File: src/rtl/gpio_filt_pkg.sv
// Shared constants, types and sizing helper for the GPIO input filter.
// Consumed by gpio_filter_pin and gpio_in_filter.
package gpio_filt_pkg;

  localparam int GpioFiltNumPins    = 32;
  localparam int GpioFiltSyncStages = 2;
  localparam int GpioFiltDebounce   = 4;

  typedef logic [GpioFiltNumPins-1:0] gpio_vec_t;

  // Counter only has to reach DebounceCycles-1; keep at least one bit.
  function automatic int cnt_width(input int debounce_cycles);
    return (debounce_cycles <= 2) ? 1 : $clog2(debounce_cycles);
  endfunction

endpackage

File: src/rtl/gpio_filter_pin.sv
// One GPIO pin: synchroniser chain, consecutive-stable debounce counter
// and the filtered/synchronised-only output select.
module gpio_filter_pin
  import gpio_filt_pkg::*;
#(
  parameter int   SyncStages     = GpioFiltSyncStages,
  parameter int   DebounceCycles = GpioFiltDebounce,
  parameter logic ResetVal       = 1'b0
) (
  input  logic clk_i,
  input  logic rst_ni,
  input  logic pin_i,
  input  logic en_i,
  output logic pin_o
);

  localparam int              CntW   = cnt_width(DebounceCycles);
  localparam logic [CntW-1:0] CntMax = CntW'(DebounceCycles - 1);

  logic [SyncStages-1:0] sync_q;
  logic                  sync;
  logic                  stable_q, stable_d;
  logic [CntW-1:0]       cnt_q, cnt_d;

  always_ff @(posedge clk_i or negedge rst_ni) begin
    if (!rst_ni) begin
      sync_q <= {SyncStages{ResetVal}};
    end else begin
      sync_q <= {sync_q[SyncStages-2:0], pin_i};
    end
  end

  assign sync = sync_q[SyncStages-1];

  // Any sample matching the held level clears the count, so only an
  // unbroken run of DebounceCycles differing samples is accepted.
  always_comb begin
    stable_d = stable_q;
    cnt_d    = '0;
    if (!en_i) begin
      stable_d = sync;
    end else if (sync != stable_q) begin
      if (cnt_q == CntMax) begin
        stable_d = sync;
      end else begin
        cnt_d = cnt_q + CntW'(1);
      end
    end
  end

  always_ff @(posedge clk_i or negedge rst_ni) begin
    if (!rst_ni) begin
      stable_q <= ResetVal;
      cnt_q    <= '0;
    end else begin
      stable_q <= stable_d;
      cnt_q    <= cnt_d;
    end
  end

  assign pin_o = en_i ? stable_q : sync;

endmodule

File: src/rtl/gpio_in_filter.sv
// Per-pin GPIO input conditioner: sync + debounce for NumPins pads.
// Optional rise/fall event pulses when GPIO_FILT_EDGE_EVENT_EN is defined.
module gpio_in_filter
  import gpio_filt_pkg::*;
#(
  parameter int                 NumPins        = GpioFiltNumPins,
  parameter int                 SyncStages     = GpioFiltSyncStages,
  parameter int                 DebounceCycles = GpioFiltDebounce,
  parameter logic [NumPins-1:0] ResetVal       = '0
) (
  input  logic               clk_i,
  input  logic               rst_ni,
  input  logic [NumPins-1:0] pin_i,
  input  logic [NumPins-1:0] en_i,
  output logic [NumPins-1:0] pin_o
`ifdef GPIO_FILT_EDGE_EVENT_EN
  ,
  output logic [NumPins-1:0] rise_o,
  output logic [NumPins-1:0] fall_o
`endif
);

  for (genvar g = 0; g < NumPins; g++) begin : g_pin
    gpio_filter_pin #(
      .SyncStages     (SyncStages),
      .DebounceCycles (DebounceCycles),
      .ResetVal       (ResetVal[g])
    ) u_pin (
      .clk_i  (clk_i),
      .rst_ni (rst_ni),
      .pin_i  (pin_i[g]),
      .en_i   (en_i[g]),
      .pin_o  (pin_o[g])
    );
  end

`ifdef GPIO_FILT_EDGE_EVENT_EN
  logic [NumPins-1:0] pin_q;

  // Reset to ResetVal so leaving reset never looks like an edge.
  always_ff @(posedge clk_i or negedge rst_ni) begin
    if (!rst_ni) begin
      pin_q <= ResetVal;
    end else begin
      pin_q <= pin_o;
    end
  end

  assign rise_o = pin_o & ~pin_q;
  assign fall_o = ~pin_o & pin_q;
`endif

endmodule

File: config.mk
export PLATFORM = sky130hd
export DESIGN_NAME = gpio_in_filter
export DESIGN_NICKNAME = d
export VERILOG_FILES = /design/src/rtl/gpio_filt_pkg.sv /design/src/rtl/gpio_filter_pin.sv /design/src/rtl/gpio_in_filter.sv
export SDC_FILE = /design/constraint.sdc
export NUM_CORES = 1
export LEC_CHECK = 0
export CAP_MARGIN = 0
export CORE_ASPECT_RATIO = 0.6
export CORE_MARGIN = 2
export CORE_UTILIZATION = 30
export CTS_CLUSTER_DIAMETER = 50
export DETAILED_ROUTE_END_ITERATION = 12
export PLACE_DENSITY = 0.52
export SYNTH_ARGS = -nofsm -noshare
export SYNTH_HDL_FRONTEND = slang
export SYNTH_SLANG_ARGS = --single-unit
export TNS_END_PERCENT = 100
File: constraint.sdc
create_clock -name clk_i -period 3.3 [get_ports clk_i]
set_clock_uncertainty 0.2 [all_clocks]
set_input_delay 0.825 -clock clk_i [delete_from_list [all_inputs] [get_ports clk_i]]
set_output_delay 0.825 -clock clk_i [all_outputs]
set_load 0.01 [all_outputs]
==> out/metrics.cfg <==
[yosys]
synthMostInstantiatedCell=dfrtp_1
synth_edf_count=0
yosysTopAreaCellShare_pct=62.6
yosysWarningCount=0
synth_cell_type_count=16
synth_area_leaders=dfrtp_1 63%, mux2_2 9.7%, ha_1 6.3%
synth_area_per_cell_um2=14.5
syn_inst=440
yosys.area.top_type=dfrtp_1
synth_seq_cells=160
ys_seq_area_share_pct=62.6
synthesis.nets=538
async_flop_share_pct=100
synth_commonest_cells=160 x dfrtp_1, 55 x mux2_2, 32 x buf_4, 32 x ha_1, 26 x and3_1
synth_ff_type=dfrtp_1
netlist_area_um2=6400

[sta]
finalMaxSlewViolations=0
finalCritPeriodShare_pct=98.6
setup_viol=0
layout_min_cycle_time_ps=3250
tns_ps=0
hold_violations=0
rsz0062_at_grt=false
maxSlewHeadroom_pct=55.9
worstMarginPinSlew_ps=661
fmax_mhz=307

[global_routing]
antenna_found_initial=0
grt_use_total_pct=10.3
grt.overflow.total=0
grt_pass1_vias=3660
grt_max_degree=68
grt_pass1_wl_um=17600

[layout]
fillers=1957
antenna_cells=0
drive_above_1_share_pct=19.6
register_area_um2=4000
design_area_um2=8130
multi_input_area_um2=2150
areaGrowthSynthToFinish_pct=27.2
fin_nets=628

[floorplanning]
die_area_um2=22500
rows=41
core_um2=21000
fp.dieH_um=117
pin_count=98
die_w_um=193
start_util_pct=30.5

[power]
cellPowerDensity_nw_per_um2=587
leakage_nw=3.83
vdd_ir_drop_max_mv=0.338

[run_status]
outcome=finished clean

[clock_tree]
clk_pin_slew_worst_paths_ps=60
clkSinkCount=160
clockBufferDepth=2
htreeDepth=4
cts_setup_buffers=0
cts_buffers=17
cts_resized=0
clock_latency_ps=420
hold_buffers=0
cts_tree=done
cts-root-buf=clkbuf_16

[worst_setup_path]
timing.rr.start=g_pin[0].u_pin.cnt_q[0]
path_max_fanout=3
critPathCapture=pin_o[26]
r2r-end=g_pin[0].u_pin.stable_q
cp.depth=3
cp-end-kind=output pin
cpMaxStageDelayCell=clkdlybuf4s50_1
path_delay_family=buffers and inverters
startpoint=en_i[26]
worstPathArrival_ps=2230
critPathRequiredTime_ps=2270
crit_path_frequent_cell=clkdlybuf4s50_1
worst_path_largest_cell_delay_ps=540
critPathBufInv=2
regToRegSetupSlack_ps=1880
rr_worst_depth=3
worst-setup-path-type=input port to output pin
path_cells=clkdlybuf4s50_1 -> mux2_2 -> clkdlybuf4s50_1
crit_path_start_kind=input port

[placement]
gp_congestion=0.735
port_buffers=97
place_area_um2=7530
place_hpwl_um=7300

[min_path]
hp-class=flip-flop to flip-flop

[run]
drv_cap=0

[routing]
routed_wl_um=10400
drtPass1Iterations=4
viasPerCell=4.13
final_antenna_net_count=0
drt_iter0_markers=112
wire_per_inst_um=12.7
vias=3381
drcViolationCount=0

==> report_power, final <==
group          total (mW)  switching, mW  internal, mW
logic               0.535          0.211         0.324
registers            2.22         0.0975          2.12
clock network        2.02          0.731          1.29
==> stage by stage <==
| step | setup slack [ps] | hold WS, ps | utilization [%] | total power [mW] | std cells |
|---|---|---|---|---|---|
| after detailed placement | 40.3 | 135 | 35.9 | 2.80 | 790 |
| after floorplan | 1010 | 131 | - | 2.56 | 440 |
| after global placement | 36.3 | 131 | 35.9 | 2.76 | 790 |
| after CTS | 30.9 | 148 | 38.8 | 4.87 | 819 |
| after global routing | 4.37 | 154 | 38.8 | 5.03 | 819 |
| final | 47.7 | 143 | 38.8 | 4.77 | 819 |
==> metal layers <==
metal / track usage [%] / vias up / part of all wire (%) / wire (µm)
met4: 4.68 / 0 / 1.4 / 145
li1: - / 1635 / - / -
met2: 14.6 / 71 / 43 / 4420
met5: 0 / - / 0 / 0
met1: 13.4 / 1663 / 49 / 5130
met3: 4.89 / 12 / 6.6 / 684
==> kinds of logic (layout without fill, tap and decap cells) <==
logic type,Yosys count,in the layout,synth area share (%)
AND/OR/NAND/NOR,120,120,11.2
buffers and inverters,32,132,3.76
XOR/XNOR,32,32,4.38
flip-flops,160,160,62.6
multiplexers,64,64,11.8
adder cells (fa/ha/maj),32,32,6.26
==> state kept, by name, indices dropped and copies added, names as in the netlist <==
name,count
g_pin.u_pin.sync_q,64
g_pin.u_pin.stable_q,32
g_pin.u_pin.cnt_q,64
==> cell usage in the layout (no fill, tap or decap) <==
cell,Yosys,final
dfrtp_1,160,160
clkdlybuf4s50_1,0,96
mux2_2,55,55
ha_1,32,32
and3_1,26,26
nand2b_1,25,25
nor2_1,24,24
xor2_1,17,17
clkbuf_16,0,17
xnor2_1,15,15
nand2_1,15,15
nor3_1,14,14
mux2_4,9,9
nor2b_4,7,7
and3b_1,6,6
buf_4,32,5
bufinv_16,0,4
clkbuf_1,0,3
clkinv_2,0,3
nor3b_2,2,2
clkbuf_8,0,2
nor3b_1,1,1
buf_6,0,1
buf_12,0,1
==> worst reg2reg max path, delay by kind of cell (launching register included) <==
family                   cells  cell delay (ps)
AND/OR/NAND/NOR              1              190
multiplexers                 1              310
adder cells (fa/ha/maj)      1              210
flip-flops                   1              400
==> how the worst min path moves through the flow <==
| stage | start | to | slack (ps) | cells past startpoint |
|---|---|---|---|---|
| 2_1_floorplan | g_pin[0].u_pin.sync_q[0] | g_pin[0].u_pin.sync_q[1] | 130 | 0 |
| 3_3_place_gp | g_pin[26].u_pin.sync_q[0] | g_pin[26].u_pin.sync_q[1] | 130 | 0 |
| 3_5_place_dp | g_pin[22].u_pin.sync_q[0] | g_pin[22].u_pin.sync_q[1] | 130 | 0 |
| 4_1_cts | g_pin[26].u_pin.sync_q[0] | g_pin[26].u_pin.sync_q[1] | 150 | 0 |
| 5_1_grt | g_pin[18].u_pin.sync_q[0] | g_pin[18].u_pin.sync_q[1] | 150 | 0 |
| 6_report | g_pin[30].u_pin.sync_q[0] | g_pin[30].u_pin.sync_q[1] | 140 | 0 |
==> final cells by class <==
| class | instances | area share, % |
|---|---|---|
| repair buffers | 103 | 12.7 |
| well taps | 279 | 4.29 |
| clock inverters | 7 | 1.66 |
| multi-input cells | 248 | 26.5 |
| clock buffers | 22 | 5.71 |
| flip-flops and latches | 160 | 49.2 |
Note: power is estimated with default switching activity, not from simulation.
